[src/rtl/uart_tx_fifo.sv]
// Dual-port byte FIFO feeding an 8N1 UART serializer; slot 1 is always queued ahead of slot 2.
// Writes into a full FIFO are dropped and latch the sticky overflow flag.
module uart_tx_fifo #(
  parameter int CLKS_PER_BIT = 87,
  parameter int DEPTH_LOG2   = 4
) (
  input  logic                  clk,
  input  logic                  rst,
  input  logic                  wr1,
  input  logic [7:0]            dat1,
  input  logic                  wr2,
  input  logic [7:0]            dat2,
  input  logic                  ovf_clr,
  output logic                  uart_tx,
  output logic                  busy,
  output logic                  full,
  output logic                  empty,
  output logic [DEPTH_LOG2:0]   count,
  output logic                  overflow
);
  localparam int DEPTH = 1 << DEPTH_LOG2;
  localparam int CW    = DEPTH_LOG2 + 1;
  localparam int BCW   = $clog2(CLKS_PER_BIT);
  localparam logic [CW-1:0]  DEPTH_C  = CW'(DEPTH);
  localparam logic [BCW-1:0] BIT_LAST = BCW'(CLKS_PER_BIT - 1);

  localparam logic [1:0] IDLE  = 2'd0;
  localparam logic [1:0] START = 2'd1;
  localparam logic [1:0] DATA  = 2'd2;
  localparam logic [1:0] STOP  = 2'd3;

  logic [1:0]            state_q, state_d;
  logic [BCW-1:0]        bit_cnt_q, bit_cnt_d;
  logic [2:0]            bit_idx_q, bit_idx_d;
  logic [7:0]            shift_q, shift_d;
  logic                  tx_q, tx_d;
  logic [DEPTH_LOG2-1:0] wptr_q, wptr_d, rptr_q, rptr_d;
  logic [CW-1:0]         count_q, count_d;
  logic                  ovf_q, ovf_d;
  logic [7:0]            mem_q [DEPTH];

  logic [CW-1:0]         free;
  logic                  acc1, acc2, drop, pop, bit_end;
  logic [DEPTH_LOG2-1:0] wa2;

  // Free space is taken from the pre-edge count, so a same-edge pop never frees a slot.
  always_comb begin
    free   = DEPTH_C - count_q;
    acc1   = wr1 && (free != '0);
    acc2   = wr2 && (free > {{DEPTH_LOG2{1'b0}}, acc1});
    drop   = (wr1 && !acc1) || (wr2 && !acc2);
    wa2    = wptr_q + DEPTH_LOG2'(acc1);
    wptr_d = wptr_q + DEPTH_LOG2'(acc1) + DEPTH_LOG2'(acc2);
    ovf_d  = drop | (ovf_q & ~ovf_clr);
  end

  always_comb begin
    state_d   = state_q;
    bit_end   = (bit_cnt_q == BIT_LAST);
    bit_cnt_d = bit_end ? '0 : bit_cnt_q + 1'b1;
    bit_idx_d = bit_idx_q;
    shift_d   = shift_q;
    tx_d      = tx_q;
    rptr_d    = rptr_q;
    pop       = 1'b0;
    case (state_q)
      IDLE: begin
        tx_d      = 1'b1;
        bit_cnt_d = '0;
        if (count_q != '0) begin
          pop     = 1'b1;
          state_d = START;
          tx_d    = 1'b0;
        end
      end
      START: begin
        if (bit_end) begin
          state_d   = DATA;
          tx_d      = shift_q[0];
          bit_idx_d = 3'd0;
        end
      end
      DATA: begin
        if (bit_end) begin
          if (bit_idx_q == 3'd7) begin
            state_d = STOP;
            tx_d    = 1'b1;
          end else begin
            tx_d      = shift_q[1];
            shift_d   = {1'b0, shift_q[7:1]};
            bit_idx_d = bit_idx_q + 3'd1;
          end
        end
      end
      default: begin
        if (bit_end) begin
          // Back-to-back frames: the next start bit follows the stop bit directly.
          if (count_q != '0) begin
            pop     = 1'b1;
            state_d = START;
            tx_d    = 1'b0;
          end else begin
            state_d = IDLE;
          end
        end
      end
    endcase
    if (pop) begin
      shift_d = mem_q[rptr_q];
      rptr_d  = rptr_q + 1'b1;
    end
    count_d = count_q + CW'(acc1) + CW'(acc2) - CW'(pop);
  end

  always_ff @(posedge clk or negedge rst) begin
    if (!rst) begin
      state_q   <= IDLE;
      bit_cnt_q <= '0;
      bit_idx_q <= 3'd0;
      shift_q   <= 8'h00;
      tx_q      <= 1'b1;
      wptr_q    <= '0;
      rptr_q    <= '0;
      count_q   <= '0;
      ovf_q     <= 1'b0;
    end else begin
      state_q   <= state_d;
      bit_cnt_q <= bit_cnt_d;
      bit_idx_q <= bit_idx_d;
      shift_q   <= shift_d;
      tx_q      <= tx_d;
      wptr_q    <= wptr_d;
      rptr_q    <= rptr_d;
      count_q   <= count_d;
      ovf_q     <= ovf_d;
    end
  end

  always_ff @(posedge clk) begin
    if (acc1) mem_q[wptr_q] <= dat1;
    if (acc2) mem_q[wa2]    <= dat2;
  end

  assign uart_tx  = tx_q;
  assign busy     = (state_q != IDLE);
  assign full     = (count_q == DEPTH_C);
  assign empty    = (count_q == '0);
  assign count    = count_q;
  assign overflow = ovf_q;
endmodule

[config.mk]
export PLATFORM = sky130hd
export DESIGN_NAME = uart_tx_fifo
export DESIGN_NICKNAME = d
export VERILOG_FILES = /design/src/rtl/uart_tx_fifo.sv
export SDC_FILE = /design/constraint.sdc
export NUM_CORES = 1
export LEC_CHECK = 0
export ABC_AREA = 1
export BUFFER_PORTS_ARGS = -buffer_cell sky130_fd_sc_hd__buf_4
export CORE_ASPECT_RATIO = 1.2
export CORE_MARGIN = 2
export CORE_UTILIZATION = 45
export CTS_CLUSTER_DIAMETER = 50
export DETAILED_ROUTE_END_ITERATION = 12
export PLACE_DENSITY_LB_ADDON = 0.12
export SLEW_MARGIN = 10
export SYNTH_ARGS = -nofsm -noshare
export SYNTH_HDL_FRONTEND = slang
export SYNTH_SLANG_ARGS = --single-unit
[constraint.sdc]
create_clock -name clk -period 3.72 [get_ports clk]
set_input_delay 0.558 -clock clk [delete_from_list [all_inputs] [get_ports clk]]
set_output_delay 0.558 -clock clk [all_outputs]
set_load 0.005 [all_outputs]
==> flow_summary_export.csv <==
group,metric,value,unit
timing,fin_crit,3.47,ns
floorplan,initial_core_util,45.4,%
clocking,clk_latency,0.44,ns
critical_path,cp.arrival,3.61,ns
synth,synth_xor_area_share,1.27,%
floorplan,die_height,157,um
placed_design,place_hpwl,15500,um
routing,first_iter_violations,599,
layout,nets,1096,
placed_design,gp_congestion,0.899,
routing,route.met3.wl,1110,um
layout,most-common-layout-cells,"270 x nand2_1, 128 x edfxtp_1, 103 x o21ai_0, 92 x nor2_1, 77 x nand3_1",
synth,synthSimpleGateAreaFrac,21.2,%
critical_path,r2r_end,"mem_q[8][2]",
synth,yosysWarningCount,0,
synth,synth_top_family_by_area,"simple AND/OR/NAND/NOR gates",
timing,timing.final.crit_share,93.3,%
layout,drive_above_1_share,12.2,%
clocking,hold_buffers,0,
global_routing,grt.total_usage,24.1,%
critical_path,crit_path_max_fanout,17,
routing,vias,7068,
global_routing,grt_pass1_vias,6757,
clocking,cts_tree,"yes",
layout,seqCellArea,4720,um^2
clocking,cts.sinks,163,
routing,vias_per_cell,5.33,
timing,max_freq,0.288,GHz
routing,totalWireLength,24000,um
timing,fin_skew,0.0150,ns
global_routing,grt.overflow.total,0,
timing,slew_headroom,25.0,%
critical_path,crit_required,3.86,ns
timing,grt_setup_unrepaired,"no",
timing,hold_slack,0.0762,ns
layout,final_common_cell,"nand2_1",
synth,synth.yosys.seq_area_share,53.7,%
run,max_cap_violations,0,
timing,worst_pin_slew,1.11,ns
floorplan,die_w,132,um
min_path,hold_path_class,"primary input to async pin",
power_and_ir_drop,peakVddDrop,0.380,mV
synth,syn_area,8790,um^2
placed_design,port_buffers,30,
clocking,h-tree-depth,4,
routing,post_drt_wl_per_cell,18.1,um
synth,synthAdderAreaFrac,3.50,%
routing,wl_met1,10200,um
critical_path,rr_worst_depth,17,
power_and_ir_drop,p_leak,4.27,nW
power_and_ir_drop,pwr_density_cell,587,nW/um^2
routing,top_layer_used,"met4",
clocking,path_clk_slew,0.07,ns
synth,syn_nets,1073,
synth,netlist_instances,1028,
critical_path,crit_type,"flop to flop",
floorplan,pin_count,31,
timing,drv_slew,0,
routing,antenna_left,0,
clocking,cts_buffers,17,
global_routing,grt_pass1_wl,37500,um
layout,n_antenna_cell,0,
critical_path,cp-start-kind,"flop",
timing,setup_tns,0,ns
synth,synthDistinctLibCells,32,
synth,synth_compound_area_share,13.5,%
critical_path,worstSetupEndpointType,"flop",
layout,n_fill_cell,1874,
layout,syn2layout_area_growth,13.1,%
global_routing,antenna_found_initial,0,
layout,multi_input_area,3500,um^2
floorplan,num_rows,56,
routing,wl_met2,11900,um
floorplan,core,19300,um^2
critical_path,regToRegStartpoint,"count[2]",
outcome,outcome,"complete, no violations",
layout,stdcell_count,1325,
timing,hold_violations,0,
clocking,clk_path_buf_depth,2,
placed_design,dp_cells,1287,
routing,firstDrtPassIters,5,
global_routing,grt_max_degree,49,
synth,synthMuxAreaShare,0,%
floorplan,dieArea,20700,um^2
synth,synth.avg_cell_area,8.55,um^2
routing,route.detailed.drc,0,
clocking,cts_root_buffer,"clkbuf_16",
critical_path,reg2reg_slack,0.25,ns
timing,setup_viol,0,
synth,ys_ff_latch,163,
==> how the worst max path moves through the flow <==
| stage | from | to | slack [ns] | cells after the start |
|---|---|---|---|---|
| finish | count[2] | mem_q[8][2] | 0.25 | 17 |
| global route | count[2] | count[4] | 0.003 | 26 |
| CTS | count[1] | count[4] | 0.12 | 26 |
| detailed placement | count[1] | count[4] | 0.15 | 26 |
| global placement | count[0] | count[4] | 0.22 | 26 |
| floorplan | count[1] | count[4] | 0.21 | 26 |
==> layout make-up <==
cell class,instances,area share [%]
multi-input cells,714,35.2
inverters,85,3.21
clock inverters,13,1.02
flip-flops and latches,163,47.5
repair buffers,70,5.29
clock buffers,19,4.46
well taps,261,3.29
==> layer usage <==
metal / vias up / global-route usage, %
met3: 45 / 4.22
met2: 182 / 41.1
met1: 3336 / 30.4
li1: 3505 / -
met5: - / 0
met4: 0 / 10.5
==> repair_timing <==
item / CTS / global route
setup buffers: 0 / 6
resized for setup: 0 / 10
endpoints found under the setup margin: 0 / 41
==> worst max-delay path, cell delays in order, from the launching register on <==
cell and delay, ns:
dfrtp_1 0.41, inv_1 0.07, ha_1 0.20, nand2_1 0.06, inv_1 0.05, ha_1 0.29
nand4_1 0.13, nand2_1 0.11, inv_1 0.06, buf_4 0.14, ha_1 0.19, ha_1 0.21
xnor2_2 0.34, nand2_1 0.19, nor2_1 0.15, nand2_2 0.21, o21ai_0 0.15, buf_4 0.21
==> cells by family (layout without fill, tap and decap cells) <==
| logic type | count (synthesis) | after routing |
|---|---|---|
| AOI/OAI and AO/OA | 220 | 220 |
| buffers and inverters | 151 | 187 |
| xor gates and xnor gates | 11 | 11 |
| and+or+nand+nor | 459 | 459 |
| adders and majority gates | 24 | 24 |
| DFF | 163 | 163 |
==> synth_stat cells, drive strengths merged <==
master / count / area (um^2)
ha: 23 / 288
edfxtp: 128 / 3840
inv: 82 / 308
buf: 30 / 139
fa: 1 / 20.0
xor2: 6 / 60.1
dfrtp: 34 / 851
xnor2: 5 / 51.3
o31ai: 8 / 60.1
o221ai: 1 / 8.76
clkinv: 3 / 11.3
o21ai: 179 / 896
nand3: 78 / 395
dfstp: 1 / 26.3
clkbuf: 36 / 136
a32o: 2 / 20.0
nand4: 1 / 6.26
nand2: 283 / 1090
nor2: 94 / 360
nor3: 3 / 15.0
a21oi: 8 / 40.0
o211ai: 22 / 165
==> power by group <==
part	internal (W)	switching [W]	total [W]	leakage (nW)
logic	0.000578	0.00108	0.00166	2.43
clock network	0.000878	0.000764	0.00164	0.256
registers	0.00242	0.000119	0.00254	1.59
total	0.00388	0.00196	0.00584	4.27
==> registers in the layout, summed over array words and instances, names as in the netlist <==
signal and flops:
mem_q 128, uart_tx 1, overflow 1, bit_cnt_q 7, state_q 2, rptr_q 4, wptr_q 4, bit_idx_q 3
shift_q 8, count 5
==> through the flow <==
| step | worst slack (ns) | cell area, um^2 | utilization [%] | power [W] |
|---|---|---|---|---|
| final | 0.248 | 9940 | 51.4 | 0.00584 |
| after global routing | 0.00317 | 9940 | 51.4 | 0.00618 |
| after CTS | 0.116 | 9870 | 51.0 | 0.00579 |
| after detailed placement | 0.146 | 9320 | 48.2 | 0.00417 |
| after global placement | 0.221 | 9320 | 48.2 | 0.00415 |
| after floorplan | 0.209 | 8790 | - | 0.00363 |
Note: power is estimated with default switching activity, not from simulation.
